<file path="src/rtl/regfile_param.sv">
// Parametrised register file with write-to-read bypass, optional hardwired zero
// register and a per-register busy scoreboard for RAW hazard stalls.
module regfile_param #(
  parameter int DATA_W   = 32,
  parameter int ADDR_W   = 4,
  parameter int NUM_RD   = 2,
  parameter int ZERO_REG = 1,
  parameter int BYPASS   = 1
) (
  input  logic                     clk,
  input  logic                     rst_n,
  input  logic [NUM_RD*ADDR_W-1:0] readAddr,
  output logic [NUM_RD*DATA_W-1:0] readData,
  output logic [NUM_RD-1:0]        readBusy,
  input  logic [ADDR_W-1:0]        writeAddr,
  input  logic [DATA_W-1:0]        writeData,
  input  logic                     regwe,
  input  logic [ADDR_W-1:0]        issueAddr,
  input  logic                     issueValid,
  output logic [ADDR_W:0]          busyCount
);

  localparam int DEPTH = 1 << ADDR_W;

  logic [DATA_W-1:0] regs [DEPTH];
  logic [DEPTH-1:0]  busy;
  logic [DEPTH-1:0]  busy_next;
  logic [ADDR_W:0]   busy_pop;
  logic              write_en;
  logic              issue_en;

  assign write_en = regwe && !((ZERO_REG != 0) && (writeAddr == '0));
  assign issue_en = issueValid && !((ZERO_REG != 0) && (issueAddr == '0));

  // Writeback clears first so a same-edge issue to the same register wins.
  always_comb begin
    busy_next = busy;
    if (regwe)
      busy_next[writeAddr] = 1'b0;
    if (issue_en)
      busy_next[issueAddr] = 1'b1;
    busy_pop = '0;
    for (int j = 0; j < DEPTH; j++)
      busy_pop = busy_pop + {{ADDR_W{1'b0}}, busy_next[j]};
  end

  always_ff @(posedge clk or negedge rst_n) begin
    if (!rst_n) begin
      for (int k = 0; k < DEPTH; k++)
        regs[k] <= '0;
      busy      <= '0;
      busyCount <= '0;
    end else begin
      if (write_en)
        regs[writeAddr] <= writeData;
      busy      <= busy_next;
      busyCount <= busy_pop;
    end
  end

  // Forwarding is gated by rst_n so that outputs read zero throughout reset.
  always_comb begin
    readData = '0;
    readBusy = '0;
    for (int i = 0; i < NUM_RD; i++) begin
      logic [ADDR_W-1:0] addr;
      logic              hit;
      addr = readAddr[i*ADDR_W +: ADDR_W];
      hit  = (BYPASS != 0) && rst_n && write_en && (writeAddr == addr);
      readData[i*DATA_W +: DATA_W] = hit ? writeData : regs[addr];
      readBusy[i] = busy[addr] && !hit;
      if ((ZERO_REG != 0) && (addr == '0)) begin
        readData[i*DATA_W +: DATA_W] = '0;
        readBusy[i] = 1'b0;
      end
    end
  end

endmodule

</file>
<file path="config.mk">
export PLATFORM = sky130hd
export DESIGN_NAME = regfile_param
export DESIGN_NICKNAME = d
export VERILOG_FILES = /design/src/rtl/regfile_param.sv
export SDC_FILE = /design/constraint.sdc
export NUM_CORES = 1
export LEC_CHECK = 0
export CAP_MARGIN = 10
export CORE_MARGIN = 5
export CORE_UTILIZATION = 25
export DETAILED_ROUTE_END_ITERATION = 7
export PLACE_DENSITY_LB_ADDON = 0.2
export SETUP_SLACK_MARGIN = 0.1
export SLEW_MARGIN = 30
export SYNTH_ARGS = -nofsm -noshare
export SYNTH_HDL_FRONTEND = slang
export SYNTH_SLANG_ARGS = --single-unit
</file>
<file path="constraint.sdc">
create_clock -name clk -period 4.6 [get_ports clk]
set_input_delay 0.92 -clock clk [delete_from_list [all_inputs] [get_ports clk]]
set_output_delay 0.92 -clock clk [all_outputs]
set_load 0.05 [all_outputs]
</file>
# Word level (Yosys, flattened, before mapping)
# Index checks and enable logic that the tools add are counted.
[totals]
ff_bits = 533
out_inout_bits = 71
wordCells = 94
[classes]
n_lt_le_gt_ge = 10
n_eq_ne = 2
reduce_logical = 18
addsub = 15
n_bitwise = 6
n_mux = 25
[op_table]
columns = ["operator", "n"]
rows = [
  ["bitwise mux 512 bit", 1],
  ["two-way mux 32 bit", 9],
  ["binary-select mux 32 bit (select 4 bit)", 2],
  ["demux 32 bit (select 4 bit)", 1],
  ["adder 5 x 1 -> 5 bit", 11],
  ["two-way mux 16 bit", 2],
  ["< comparator 4 x 5 -> 1 bit (second input constant)", 4],
  ["AND 16 bit", 1],
  ["logical NOT 4 bit", 4],
  ["NOT 16 bit", 1],
  ["OR 16 bit", 1],
  ["greater-or-equal comparator 5 bit (second input constant)", 3],
  ["NOT 4 -> 5 bit", 3],
  ["logical AND 1 bit", 10],
  ["binary-select mux 1 bit (select 4 bit)", 2],
  ["demux 1 bit (select 4 bit)", 2],
  ["equality test 4 bit", 2],
  ["greater-or-equal comparator 4 x 1 -> 1 bit (second input constant)", 2],
  ["two-way mux 1 bit", 6],
  ["adder 4 x 1 -> 5 bit", 1],
  ["< comparator 5 x 1 -> 1 bit (second input constant)", 1],
  ["adder 3 x 1 -> 4 bit", 1],
  ["logical NOT 1 bit", 4],
  ["adder 2 x 1 -> 3 bit", 1],
  ["adder 1 x 1 -> 2 bit", 1],
]

# Longest topological paths before layout
# Gate-level depths: netlist (run 1).
[logic_depth]
word_depth = 24
ltp_mapped = 19

# Worst setup path before layout (run 1)
# OpenSTA, ideal clock, no wires.
[synth_timing]
path_kind = "input port to flip-flop"
startpoint = "input writeAddr[3]"
endpoint = "register busyCount[4]"
arrival_time_ns = 4.893
path_buffers = 3
slack_ns = -0.358
path_stages = 19
required_time_ns = 4.536
cell_sequence = "buf_2 > nand2_1 > or2_1 > clkbuf_1 > nor2_2 > buf_2 > o22a_1 > fa_1 > inv_1 > fa_1 > fa_1 > inv_1 > fa_1 > inv_1 > ha_1 > inv_1 > fa_1 > nor2b_1 > o21a_1"
[synth_between]
elab_chain_cells = 24
[synth_rtl]
columns = ["item", "line", "source"]
rows = [
  ["start, declared", "15", "input logic [ADDR_W-1:0] writeAddr,"],
  ["< comparator 4 x 5 -> 1 bit (implied by the code) / greater-or-equal comparator 4 x 1 -> 1 bit (equally long branches)", "39", "busy_next[writeAddr] = 1'b0;"],
  ["logical AND 1 bit (implied by the code)", "39", ""],
  ["two-way mux 1 bit (implied by the code)", "39", ""],
  ["demux 1 bit (select 4 bit) (*)", "39", ""],
  ["NOT 16 bit (no source line) (*)", "n/a", ""],
  ["AND 16 bit (no source line) (*)", "n/a", ""],
  ["two-way mux 16 bit (*)", "38", "if (regwe)"],
  ["OR 16 bit (no source line)", "n/a", ""],
  ["two-way mux 16 bit (*)", "40", "if (issue_en)"],
  ["adder 1 x 1 -> 2 bit", "44", "busy_pop = busy_pop + {{ADDR_W{1'b0}}, busy_next[j]};"],
  ["adder 2 x 1 -> 3 bit", "44", ""],
  ["adder 3 x 1 -> 4 bit", "44", ""],
  ["adder 4 x 1 -> 5 bit", "44", ""],
  ["adder 5 x 1 -> 5 bit (10 in series)", "44", ""],
  ["adder 5 x 1 -> 5 bit (*)", "44", ""],
  ["named net busy_pop[4]", "28", "logic [ADDR_W:0] busy_pop;"],
  ["end signal, assigned", "57", "busyCount <= busy_pop;"],
  ["end, declared", "20", "output logic [ADDR_W:0] busyCount"],
]
# The timed path passes the listed nets; every way through them passes the cells marked *.
# A chain may end at the register's enable or synchronous reset.

# Final worst setup path (run 1)
[layout_timing]
startpoint = "input issueAddr[0]"
endpoint = "register busyCount[1]"
[layout_between]
elab_chain_cells = 21
[layout_rtl]
columns = ["item", "line", "source"]
rows = [
  ["start, declared", "18", "input logic [ADDR_W-1:0] issueAddr,"],
  ["< comparator 4 x 5 -> 1 bit (implied by the code) / greater-or-equal comparator 4 x 1 -> 1 bit (equally long branches)", "41", "busy_next[issueAddr] = 1'b1;"],
  ["logical AND 1 bit (implied by the code)", "41", ""],
  ["two-way mux 1 bit (implied by the code)", "41", ""],
  ["demux 1 bit (select 4 bit)", "41", ""],
  ["OR 16 bit (no source line)", "n/a", ""],
  ["two-way mux 16 bit (*)", "40", ""],
  ["adder 1 x 1 -> 2 bit", "44", ""],
  ["adder 2 x 1 -> 3 bit", "44", ""],
  ["adder 3 x 1 -> 4 bit", "44", ""],
  ["adder 4 x 1 -> 5 bit", "44", ""],
  ["adder 5 x 1 -> 5 bit (10 in series)", "44", ""],
  ["adder 5 x 1 -> 5 bit (*)", "44", ""],
  ["named net busy_pop[1]", "28", ""],
]
# Marked as above.

==> results of run 1 <==
worst min path at each step:
stage / startpoint / endpoint / slack, ns
3_3_place_gp: regs[492] / regs[492] / 0.38
5_1_grt: rst_n / regs[161] / 0.13
2_1_floorplan: regs[480] / regs[480] / 0.44
4_1_cts: rst_n / regs[481] / 0.10
6_report: rst_n / regs[481] / 0.14
3_5_place_dp: regs[492] / regs[492] / 0.38
layer usage:
| metal | vias up | global-route usage |
|---|---|---|
| li1 | 7679 | - |
| met5 | - | 0 |
| met1 | 10054 | 0.211 |
| met4 | 2 | 0.0478 |
| met2 | 523 | 0.274 |
| met3 | 164 | 0.0290 |
kinds of logic after synthesis:
group           Yosys count  share of synthesized area
compound gates          196                     0.0483
buf+inv                 248                     0.0391
mux                     805                      0.415
flops                   533                      0.461
fa+ha+maj                15                    0.00908
xor+xnor                 10                    0.00303
simple gates            150                     0.0249
worst reg2reg max path, cell delays in order, from the launching register on:
cell	delay, ns
sky130_fd_sc_hd__dfrtp_1	0.41
sky130_fd_sc_hd__o21ai_1	0.15
sky130_fd_sc_hd__o21ai_2	0.12
sky130_fd_sc_hd__fa_1	0.51
sky130_fd_sc_hd__fa_1	0.53
sky130_fd_sc_hd__fa_1	0.56
sky130_fd_sc_hd__inv_1	0.06
sky130_fd_sc_hd__fa_2	0.42
sky130_fd_sc_hd__inv_1	0.07
sky130_fd_sc_hd__ha_2	0.18
sky130_fd_sc_hd__inv_2	0.04
sky130_fd_sc_hd__fa_2	0.51
sky130_fd_sc_hd__inv_1	0.03
layout by cell type, fill, tap and decap left out, drive strengths merged, types with 2 or more instances in the layout:
cell type        n
nor3b            3
a22oi           37
fa              10
buf            193
a32o            15
nor2            17
o21ai           43
xor2             8
ha               5
nor4             3
bufinv           8
clkdlybuf4s50   42
and3             2
a21oi           35
a22o            47
nand2b           5
dfrtp          533
xnor2            2
nand3b           3
clkinv          11
mux2           512
o22a             2
nand2           63
mux4           263
a21boi           2
mux2i           30
or2              3
nand3           38
and2             2
clkbuf          99
o2bb2ai          6
nor2b            9
inv             24
dlymetal6s2s     4
a21o             3
metrics by stage:
stage,setup slack [ns],instance area (µm²),std cells,utilization,setup TNS (ns)
floorplan,-0.0672,29000,1957,-,-0.0990
global placement,-0.567,32500,3482,0.283,-2.12
detailed placement,-0.606,32500,3482,0.283,-2.40
CTS,0.101,34800,3601,0.304,0
global route,0.0948,34900,3603,0.304,0
finish,0.220,34900,3603,0.304,0
what timing repair did:
action | CTS | global route
gates cloned | 0 | 0
buffers inserted | 1 | 2
resized for setup | 4 | 17
setup endpoints to repair | 4 | 9
pin swaps | 2 | 8
state kept, by name, summed over array words and instances (netlist names):
register   count
busyCount      5
regs         512
busy          16
layout make-up:
class / instances / area, µm²
clock inverter: 19 / 310
timing repair buffer: 240 / 2610
clock buffer: 99 / 2020
fill: 11242 / 79800
sequential: 533 / 13300
inverter: 24 / 90.1
multi-input combinational: 1176 / 14600
tap: 1512 / 1890
power breakdown:
part           internal, mW  total, mW  switching [mW]
Combinational          2.71       5.04            2.34
Sequential             5.75       6.50           0.754
Clock                  3.48       5.59            2.11
Total                  11.9       17.1            5.20
Yosys cell counts (all sizes together) (3+ instances only):
master and count:
dfrtp 533, mux2 512, mux4 263, buf 113
clkbuf 111, nand2 63, a22o 47, o21ai 43
nand3 38, a22oi 37, a21oi 35, mux2i 30
inv 24, nor2 17, a32o 15, fa 10
nor2b 9, xor2 8, o2bb2ai 6, ha 5
nand2b 5, a21o 3, nand3b 3, nor3b 3
nor4 3, or2 3
==> impl_summary.log, run 1 <==
INFO  metric outcome = finished, final reports clean
INFO  metric max_ir_drop_vdd = 255 µV
INFO  metric num_vias = 18422
INFO  metric grt_max_degree = 148
INFO  metric cts_tree = done
INFO  metric path_buf_inv = 7
INFO  metric postSynth.topFlopCell = sky130_fd_sc_hd__dfrtp_1
INFO  metric std_cell_rows = 124
INFO  metric path_max_fanout = 4
INFO  metric path_delay_family = adder cells
INFO  metric synth_cell_types = 49
INFO  metric tritoncts.num_buffers = 66
INFO  metric ys_async_sr_fraction = 1.00
INFO  metric critPathMostFrequentCell = sky130_fd_sc_hd__inv_1
INFO  metric worstPathArrival = 4.86 ns
INFO  metric globalplace.congestion = 0.801
INFO  metric netlist.area_leader.share = 0.461
INFO  metric final_layout_size_suffix_gt1_frac = 0.474
INFO  metric hpwl = 56800 µm
INFO  metric final_max_slew_violation_count = 0
INFO  metric wl_met2 = 48900 µm
INFO  metric synth_area_per_cell = 14.8 µm²
INFO  metric global_route_wire_length_before_repair = 145000 µm
INFO  metric die_y = 350 µm
INFO  metric synth_enable_flop_cells = 0
INFO  metric power_leakage = 14.4 nW
INFO  metric max-clock-path-buffers = 3
INFO  metric cp-endpoint = busyCount[1]
INFO  metric synth_cells = 1957
INFO  metric design.final.nets = 2108
INFO  metric min_period_over_period = 0.952
INFO  metric yosysTopAreaCell = sky130_fd_sc_hd__dfrtp_1
INFO  metric vias_per_cell = 5.11
INFO  metric setup.worst_path.class = in2reg
INFO  metric floorplan.initialDensity = 0.252
INFO  metric synth.top_cells.by_area = sky130_fd_sc_hd__dfrtp_1 46%, sky130_fd_sc_hd__mux4_2 20%, sky130_fd_sc_hd__mux2_2 15%
INFO  metric core-area = 115000 µm²
INFO  metric grt_setup_unrepaired = no
INFO  metric clock_skew = 0.0182 ns
INFO  metric cts_hold_repair.buffers = 0
INFO  metric reg2reg_from = busy[5]
INFO  metric global_route_overflow = 0
INFO  metric synthesis.area = 28900 µm²
INFO  metric reg2reg_setup_slack = 0.89 ns
INFO  metric hold_slack = 0.139 ns
INFO  metric critical_path_cell_count = 15
INFO  metric rr_endpoint = busyCount[1]
INFO  metric cap_violations = 0
INFO  metric ys.warnings.count = 0
INFO  metric power-per-cell-area = 491 nW/µm²
INFO  metric htree_levels = 3
INFO  metric routed_wire_length_per_instance = 27.4 µm
INFO  metric portBuffers = 122
INFO  metric drt-pass1-iter-count = 5
INFO  metric hold_path_class = in2async
INFO  metric cell_chosen_for_the_clock_root = sky130_fd_sc_hd__clkbuf_16
INFO  metric drt.antenna.violating_nets = 0
INFO  metric max_slew.worst_pin.slew = 0.975 ns
INFO  metric antenna_found_initial = 1
INFO  metric grt_usage = 0.161
INFO  metric crit_path_start = issueAddr[0]
INFO  metric route.detailed.drc = 0
INFO  metric r2r.worst_path.cells = 12
INFO  metric chipWidth = 350 µm
INFO  metric tritoncts_num_sinks = 533
INFO  metric cts.reportedPaths.clkPinSlew = 0.06 ns
INFO  metric setup_violations = 0
INFO  metric post-route-min-period = 4.38 ns
INFO  metric drt_first_iter_violations = 1142
INFO  metric maxSlewHeadroom = 0.350
INFO  metric boundaryPins = 123
INFO  metric timing.critical_path.required = 5.08 ns
INFO  metric synth-seq-area-share = 0.461
INFO  metric cp_launch_type = input pin
INFO  metric latest_clock_arrival_within_the_worst_skew_pair = 0.60 ns
INFO  metric via_count_of_the_first_global_routing_pass = 20306
INFO  metric synthesis.nets = 2024
INFO  metric worst_path_max_delay_cell = sky130_fd_sc_hd__fa_1
INFO  metric die_area = 123000 µm²
INFO  metric routed-wl-met3 = 4920 µm
INFO  metric worstSetupEndpointType = flip-flop
INFO  metric final_hold_viol_count = 0
INFO  metric highest_metal_layer_used_by_the_detailed_router = met5
INFO  metric met1Wirelength = 42000 µm
INFO  metric total_power = 17.1 mW
INFO  metric area.growth.synth_to_final = 20.6%
INFO  metric slowest_delay = 0.55 ns
INFO  metric drt-total-wl = 98600 µm
INFO  metric path_cells = clkdlybuf4s50_1, buf_4, nand3_2, o22a_1, fa_1, inv_1, fa_1, fa_1, inv_1, fa_2, inv_1, ha_2, inv_2, fa_2, inv_1
INFO  metric max_freq = 228 MHz
INFO  metric synth_seq_cells = 533
INFO  metric diodes = 0
Note: power is estimated with default switching activity, not from simulation.
==> run 2, diff against run 1 <==
CORE_MARGIN = default   (was 5)
CTS_BUF_LIST = sky130_fd_sc_hd__clkbuf_16   (was default)
==> impl_summary.log, run 2 (synthesis results as in run 1) <==
INFO  metric path_delay_family = adder cells
INFO  metric path_buf_inv = 6 (-1)
INFO  metric slowest_delay = 0.55 ns (about the same)
INFO  metric layout_common_cells = 533 x sky130_fd_sc_hd__dfrtp_1, 385 x sky130_fd_sc_hd__mux2_2, 263 x sky130_fd_sc_hd__mux4_2
INFO  metric drt-total-wl = 99900 µm (+1.3%)
INFO  metric drt_first_iter_violations = 1150 (+0.70%)
INFO  metric largest_register = regs
INFO  metric grt_usage = 0.172 (+0.0112)
INFO  metric chipWidth = 342 µm (-2.3%)
INFO  metric via_count_of_the_first_global_routing_pass = 20378 (+0.35%)
INFO  metric cap_violations = 0 (unchanged)
INFO  metric min_period_over_period = 0.953 (about the same)
INFO  metric drt-pass1-iter-count = 8 (+3)
INFO  metric worstSetupEndpointType = flip-flop
INFO  metric num_vias = 18543 (+0.66%)
INFO  metric setup_violations = 0 (unchanged)
INFO  metric cts.reportedPaths.clkPinSlew = 0.05 ns (about the same)
INFO  metric final_max_slew_violation_count = 0 (unchanged)
INFO  metric timing.critical_path.required = 5.10 ns (+0.02 ns)
INFO  metric maxSlewHeadroom = 0.355 (+0.00444)
INFO  metric boundaryPins = 123 (unchanged)
INFO  metric design.final.nets = 2122 (+0.66%)
INFO  metric worstPathArrival = 4.88 ns (+0.02 ns)
INFO  metric post-route-min-period = 4.38 ns (+0.00166 ns)
INFO  metric hold_slack = 0.183 ns (+0.0436 ns)
INFO  metric max_freq = 228 MHz (about the same)
INFO  metric path_max_fanout = 8 (+4)
INFO  metric route.detailed.drc = 24 (+24)
INFO  metric hold_path_class = in2async
INFO  metric cp_launch_type = input pin
INFO  metric cell_chosen_for_the_clock_root = sky130_fd_sc_hd__clkbuf_16
INFO  metric setup.worst_path.class = in2reg
INFO  metric latest_clock_arrival_within_the_worst_skew_pair = 0.61 ns (about the same)
INFO  metric routed_wire_length_per_instance = 27.6 µm (+0.87%)
INFO  metric grt_max_degree = 178 (+20%)
INFO  metric worst_path_max_delay_cell = sky130_fd_sc_hd__fa_1
INFO  metric max_ir_drop_vdd = 301 µV (+18%)
INFO  metric core-area = 115000 µm² (-0.14%)
INFO  metric final_common_cell = sky130_fd_sc_hd__dfrtp_1
INFO  metric antenna_found_initial = 0 (-1)
INFO  metric max-clock-path-buffers = 3 (unchanged)
INFO  metric tritoncts_num_sinks = 533 (unchanged)
INFO  metric clock_skew = 0.0102 ns (-0.00796 ns)
INFO  metric power_leakage = 14.5 nW (+0.83%)
INFO  metric die_y = 342 µm (-2.3%)
INFO  metric tritoncts.num_buffers = 66 (unchanged)
INFO  metric cts_tree = done
INFO  metric std_cell_rows = 124 (unchanged)
INFO  metric outcome = finished with violations
INFO  metric die_area = 117000 µm² (-4.5%)
INFO  metric globalplace.congestion = 0.809 (+1.0%)
INFO  metric area.growth.synth_to_final = 21.5%
INFO  metric leading_registers_by_flop_count = regs: 512 flops, busy: 16 flops, busyCount: 5 flops
INFO  metric max_slew.worst_pin.slew = 0.968 ns (-0.00667 ns)
INFO  metric portBuffers = 122 (unchanged)
INFO  metric hpwl = 59100 µm (+4.0%)
INFO  metric vias_per_cell = 5.13 (+0.24%)
INFO  metric power-per-cell-area = 474 nW/µm² (-3.5%)
INFO  metric nFillCells = 11305 (+0.56%)
INFO  metric htree_levels = 3 (unchanged)
INFO  metric finish.instance_area = 35100 µm² (+0.73%)
INFO  metric final_hold_viol_count = 0 (unchanged)
INFO  metric largest_reg_flops = 512 (unchanged)
INFO  metric path_cells = clkdlybuf4s50_1, buf_4, nand2b_1, o21ai_1, o21ai_2, fa_1, fa_1, fa_1, inv_1, fa_2, inv_1, ha_2, inv_2, fa_2, inv_1
INFO  metric final_layout_size_suffix_gt1_frac = 0.467 (-0.00743)
INFO  metric final_util = 0.307 (+0.00264)
INFO  metric grt_setup_unrepaired = no
INFO  metric violations_in_the_final_reports = DRC
INFO  metric drt.antenna.violating_nets = 0 (unchanged)
INFO  metric post_dp_cell_area = 33100 µm² (+1.9%)
INFO  metric cts_hold_repair.buffers = 0 (unchanged)
INFO  metric floorplan.initialDensity = 0.253 (+0.000342)
INFO  metric global_route_overflow = 0 (unchanged)
INFO  metric global_route_wire_length_before_repair = 147000 µm (+1.3%)
## run 2: changes by cell type in the layout (fill, tap and decap cells not counted), moves of 3 or more
cell / previous run / this run
sky130_fd_sc_hd__clkbuf_1: 13 / 0
sky130_fd_sc_hd__clkbuf_8: 16 / 0
sky130_fd_sc_hd__inv_1: 22 / 42
sky130_fd_sc_hd__clkbuf_16: 70 / 67
sky130_fd_sc_hd__buf_4: 131 / 106
sky130_fd_sc_hd__inv_6: 0 / 6
sky130_fd_sc_hd__bufinv_16: 8 / 1
sky130_fd_sc_hd__clkinv_1: 0 / 16
sky130_fd_sc_hd__buf_12: 52 / 91
sky130_fd_sc_hd__clkinv_2: 9 / 6
## run 2: area by class of cell
cell class | instances | area, µm² | area share
inverters | 24 | 90.1 | 0.00256
diodes | 1 | 2.50 | 0.0000712
flip-flops and latches | 533 | 13300 | 0.379
well taps | 1512 | 1890 | 0.0538
clock inverters | 51 | 275 | 0.00783
clock buffers | 67 | 1680 | 0.0477
repair buffers | 254 | 3220 | 0.0915
multi-input cells | 1176 | 14700 | 0.417
## run 2: path summary, 6_finish.rpt
path                              start           end  slack [ns]  cells after the start
max reg2reg                     busy[1]  busyCount[1]        0.86                     13
max in group asynchronous         rst_n     regs[334]        2.61                      3
max                        writeAddr[1]  busyCount[1]        0.22                     15
min in group clk              regs[494]     regs[494]        0.39                      0
min                               rst_n     regs[193]        0.18                      1
min reg2reg                   regs[494]     regs[494]        0.39                      0
## run 2: per-stage QoR
step	TNS (ns)	worst slack [ns]	power (mW)	std cells
3_3_place_gp	-2.45	-0.634	11.8	3497
2_1_floorplan	-0.0990	-0.0672	9.87	1957
6_report	0	0.218	16.7	3618
5_1_grt	0	0.114	17.6	3617
3_5_place_dp	-2.72	-0.667	12.0	3497
4_1_cts	0	0.106	16.9	3615
## run 2: where the power goes
part	internal, mW	leakage, nW	total [mW]	switching (mW)
Clock	2.70	1.03	4.81	2.11
Sequential	5.75	6.59	6.51	0.763
Combinational	2.92	6.88	5.33	2.41
Total	11.4	14.5	16.7	5.28
## run 2: routing by layer
metal | track usage | part of all wire
met1 | 0.229 | 0.43
met2 | 0.289 | 0.49
met5 | 0 | 0
met3 | 0.0269 | 0.047
met4 | 0.0504 | 0.025
## run 2: worst reg2reg max path: stages, from the launching register on
cell and delay [ns]:
sky130_fd_sc_hd__dfrtp_1 0.42, sky130_fd_sc_hd__a22o_1 0.19, sky130_fd_sc_hd__inv_1 0.06, sky130_fd_sc_hd__fa_1 0.55, sky130_fd_sc_hd__inv_2 0.06, sky130_fd_sc_hd__fa_1 0.49
sky130_fd_sc_hd__fa_1 0.55, sky130_fd_sc_hd__inv_1 0.05, sky130_fd_sc_hd__fa_2 0.42, sky130_fd_sc_hd__inv_1 0.07, sky130_fd_sc_hd__ha_2 0.18, sky130_fd_sc_hd__inv_2 0.04
sky130_fd_sc_hd__fa_2 0.50, sky130_fd_sc_hd__inv_1 0.04
## run 2: timing repair
action                                  in CTS  in global routing
buffers inserted                             0                  1
gates resized for setup                      7                 18
pin swaps                                    2                  1
endpoints found under the setup margin       4                  4
==> run 3, diff against run 2 <==
SETUP_SLACK_MARGIN = default   (was 0.1)
SKIP_LAST_GASP = 1   (was default)
==> impl_summary.log, run 3 (synthesis results as in run 1) <==
INFO  metric cp_launch_type = input pin
INFO  metric outcome = finished with violations
INFO  metric path_max_fanout = 10 (+2)
INFO  metric route.detailed.drc = 16 (-33%)
INFO  metric path_delay_family = buffers and inverters
INFO  metric cts_tree = done
INFO  metric cts.reportedPaths.clkPinSlew = 0.06 ns (about the same)
INFO  metric max-clock-path-buffers = 3 (unchanged)
INFO  metric max_slew.worst_pin.slew = 0.949 ns (-0.0192 ns)
INFO  metric latest_clock_arrival_within_the_worst_skew_pair = 0.63 ns (+0.02 ns)
INFO  metric max_ir_drop_vdd = 261 µV (-13%)
INFO  metric clock_skew = 0.00381 ns (-0.00639 ns)
INFO  metric global_route_wire_length_before_repair = 146000 µm (-0.60%)
INFO  metric path_cells = clkdlybuf4s50_1, buf_4, or2_1, o311a_2, a21o_2, buf_4, o21ai_1, buf_4
INFO  metric nFillCells = 11460 (+1.4%)
INFO  metric cts_hold_repair.buffers = 0 (unchanged)
INFO  metric antenna_found_initial = 1 (+1)
INFO  metric htree_levels = 2 (-1)
INFO  metric globalplace.congestion = 0.803 (-0.68%)
INFO  metric tritoncts_num_sinks = 533 (unchanged)
INFO  metric hpwl = 58400 µm (-1.1%)
INFO  metric final_max_slew_violation_count = 0 (unchanged)
INFO  metric num_vias = 18529 (-0.076%)
INFO  metric final_layout_size_suffix_gt1_frac = 0.464 (-0.00270)
INFO  metric placed_cells = 3500 (+0.086%)
INFO  metric power_leakage = 14.3 nW (-1.3%)
INFO  metric max_freq = 224 MHz (-1.7%)
INFO  metric worst_setup_slack_final = 0.143 ns (-0.0750 ns)
INFO  metric die_area = 117000 µm² (unchanged)
INFO  metric drt.antenna.violating_nets = 0 (unchanged)
INFO  metric cell_chosen_for_the_clock_root = sky130_fd_sc_hd__clkbuf_16
INFO  metric min_period_over_period = 0.969 (+0.0163)
INFO  metric largest_register = regs
INFO  metric hold_path_class = reg2reg
INFO  metric drt-total-wl = 98800 µm (-1.0%)
INFO  metric chipWidth = 342 µm (unchanged)
INFO  metric drt_first_iter_violations = 1124 (-2.3%)
INFO  metric via_count_of_the_first_global_routing_pass = 20106 (-1.3%)
INFO  metric portBuffers = 122 (unchanged)
INFO  metric total_power = 16.3 mW (-2.4%)
INFO  metric worstSetupEndpointType = output port
INFO  metric worstPathArrival = 3.54 ns (-1.34 ns)
INFO  metric setup_violations = 0 (unchanged)
INFO  metric final_hold_viol_count = 0 (unchanged)
INFO  metric path_buf_inv = 4 (-2)
INFO  metric cap_violations = 0 (unchanged)
INFO  metric layout.cells.non_filler = 3613 (-0.14%)
INFO  metric core-area = 115000 µm² (unchanged)
INFO  metric routed_wire_length_per_instance = 27.4 µm (-0.90%)
INFO  metric grt_usage = 0.170 (-0.00240)
INFO  metric slowest_delay = 0.53 ns (-0.02 ns)
INFO  metric design.final.nets = 2120 (-0.094%)
INFO  metric power-per-cell-area = 469 nW/µm² (-0.95%)
INFO  metric final_common_cell = sky130_fd_sc_hd__dfrtp_1
INFO  metric layout_common_cells = 533 x sky130_fd_sc_hd__dfrtp_1, 385 x sky130_fd_sc_hd__mux2_2, 263 x sky130_fd_sc_hd__mux4_2
INFO  metric floorplan.initialDensity = 0.253 (unchanged)
INFO  metric grt_max_degree = 164 (-7.9%)
INFO  metric tritoncts.num_buffers = 61 (-7.6%)
INFO  metric post-route-min-period = 4.46 ns (+0.0750 ns)
INFO  metric timing.critical_path.required = 3.68 ns (-1.42 ns)
INFO  metric std_cell_rows = 124 (unchanged)
INFO  metric area.growth.synth_to_final = 19.8%
INFO  metric die_y = 342 µm (unchanged)
INFO  metric worst_path_max_delay_cell = sky130_fd_sc_hd__clkdlybuf4s50_1
INFO  metric drt-pass1-iter-count = 7 (-1)
INFO  metric leading_registers_by_flop_count = regs: 512 flops, busy: 16 flops, busyCount: 5 flops
INFO  metric maxSlewHeadroom = 0.367 (+0.0128)
INFO  metric largest_reg_flops = 512 (unchanged)
INFO  metric boundaryPins = 123 (unchanged)
INFO  metric critPathMostFrequentCell = sky130_fd_sc_hd__buf_4
INFO  metric violations_in_the_final_reports = DRC
INFO  metric setup.worst_path.class = in2out
INFO  metric global_route_overflow = 0 (unchanged)
INFO  metric dp_slack = -0.592 ns (+0.0751 ns)
INFO  metric vias_per_cell = 5.13 (about the same)
-- run 3: changes by cell type in the layout (fill, tap and decap cells not counted), moves of 5 or more --
cell                              before  now
sky130_fd_sc_hd__clkdlybuf4s50_1      40   45
sky130_fd_sc_hd__clkbuf_16            67   62
sky130_fd_sc_hd__buf_4               106  142
sky130_fd_sc_hd__buf_12               91   59
sky130_fd_sc_hd__inv_6                 6    0
-- run 3: what timing repair did --
action	CTS	global route
setup buffers	0	1
setup endpoints to repair	0	4
resized for setup	0	14
-- run 3: cell type report --
class,count,area (µm²),area share
inverters,24,90.1,0.00260
clock inverters,48,314,0.00906
flip-flops and latches,533,13300,0.385
multi-input cells,1176,14600,0.422
clock buffers,62,1550,0.0448
well taps,1512,1890,0.0546
repair buffers,257,2830,0.0818
diodes,1,2.50,0.0000722
-- run 3: worst paths after layout --
check | cells past startpoint | to | start | slack [ns]
worst min register to register | 0 | regs[500] | regs[500] | 0.39
max in group asynchronous | 4 | regs[98] | rst_n | 2.37
worst max-delay path | 8 | readData[38] | writeAddr[1] | 0.14
worst min-delay path | 0 | regs[500] | regs[500] | 0.39
min in group asynchronous | 2 | busy[1] | rst_n | 0.46
worst max register to register | 13 | busyCount[1] | busy[11] | 0.86
-- run 3: metrics by stage --
stage / utilization / TNS (ns) / area [µm²] / hold slack [ns]
floorplan: - / -0.139 / 29000 / 0.441
global placement: 0.286 / -2.09 / 32700 / 0.376
detailed placement: 0.286 / -2.32 / 32700 / 0.383
CTS: 0.302 / 0 / 34600 / 0.397
global route: 0.303 / -0.00889 / 34600 / 0.409
finish: 0.303 / 0 / 34600 / 0.394
-- run 3: worst register-to-register path: stages (launching register included) --
cell and delay (ns):
sky130_fd_sc_hd__dfrtp_1 0.38, sky130_fd_sc_hd__inv_1 0.07, sky130_fd_sc_hd__o22a_1 0.20, sky130_fd_sc_hd__fa_1 0.54, sky130_fd_sc_hd__inv_1 0.06, sky130_fd_sc_hd__fa_1 0.50, sky130_fd_sc_hd__fa_1 0.56, sky130_fd_sc_hd__inv_1 0.06
sky130_fd_sc_hd__fa_1 0.45, sky130_fd_sc_hd__inv_1 0.07, sky130_fd_sc_hd__ha_2 0.18, sky130_fd_sc_hd__inv_2 0.04, sky130_fd_sc_hd__fa_2 0.50, sky130_fd_sc_hd__inv_1 0.03
-- run 3: per-layer routing --
| metal | vias to the layer above | global-route usage | part of all wire |
|---|---|---|---|
| met3 | 163 | 0.0248 | 0.044 |
| met4 | 2 | 0.0519 | 0.030 |
| li1 | 7699 | - | - |
| met2 | 480 | 0.286 | 0.50 |
| met1 | 10185 | 0.225 | 0.43 |
| met5 | - | 0 | 0.00014 |
-- run 3: power by group --
| group | switching, mW | total (mW) | internal, mW |
|---|---|---|---|
| sequential | 0.765 | 6.51 | 5.75 |
| combinational | 2.32 | 5.07 | 2.74 |
| clock | 2.05 | 4.68 | 2.63 |
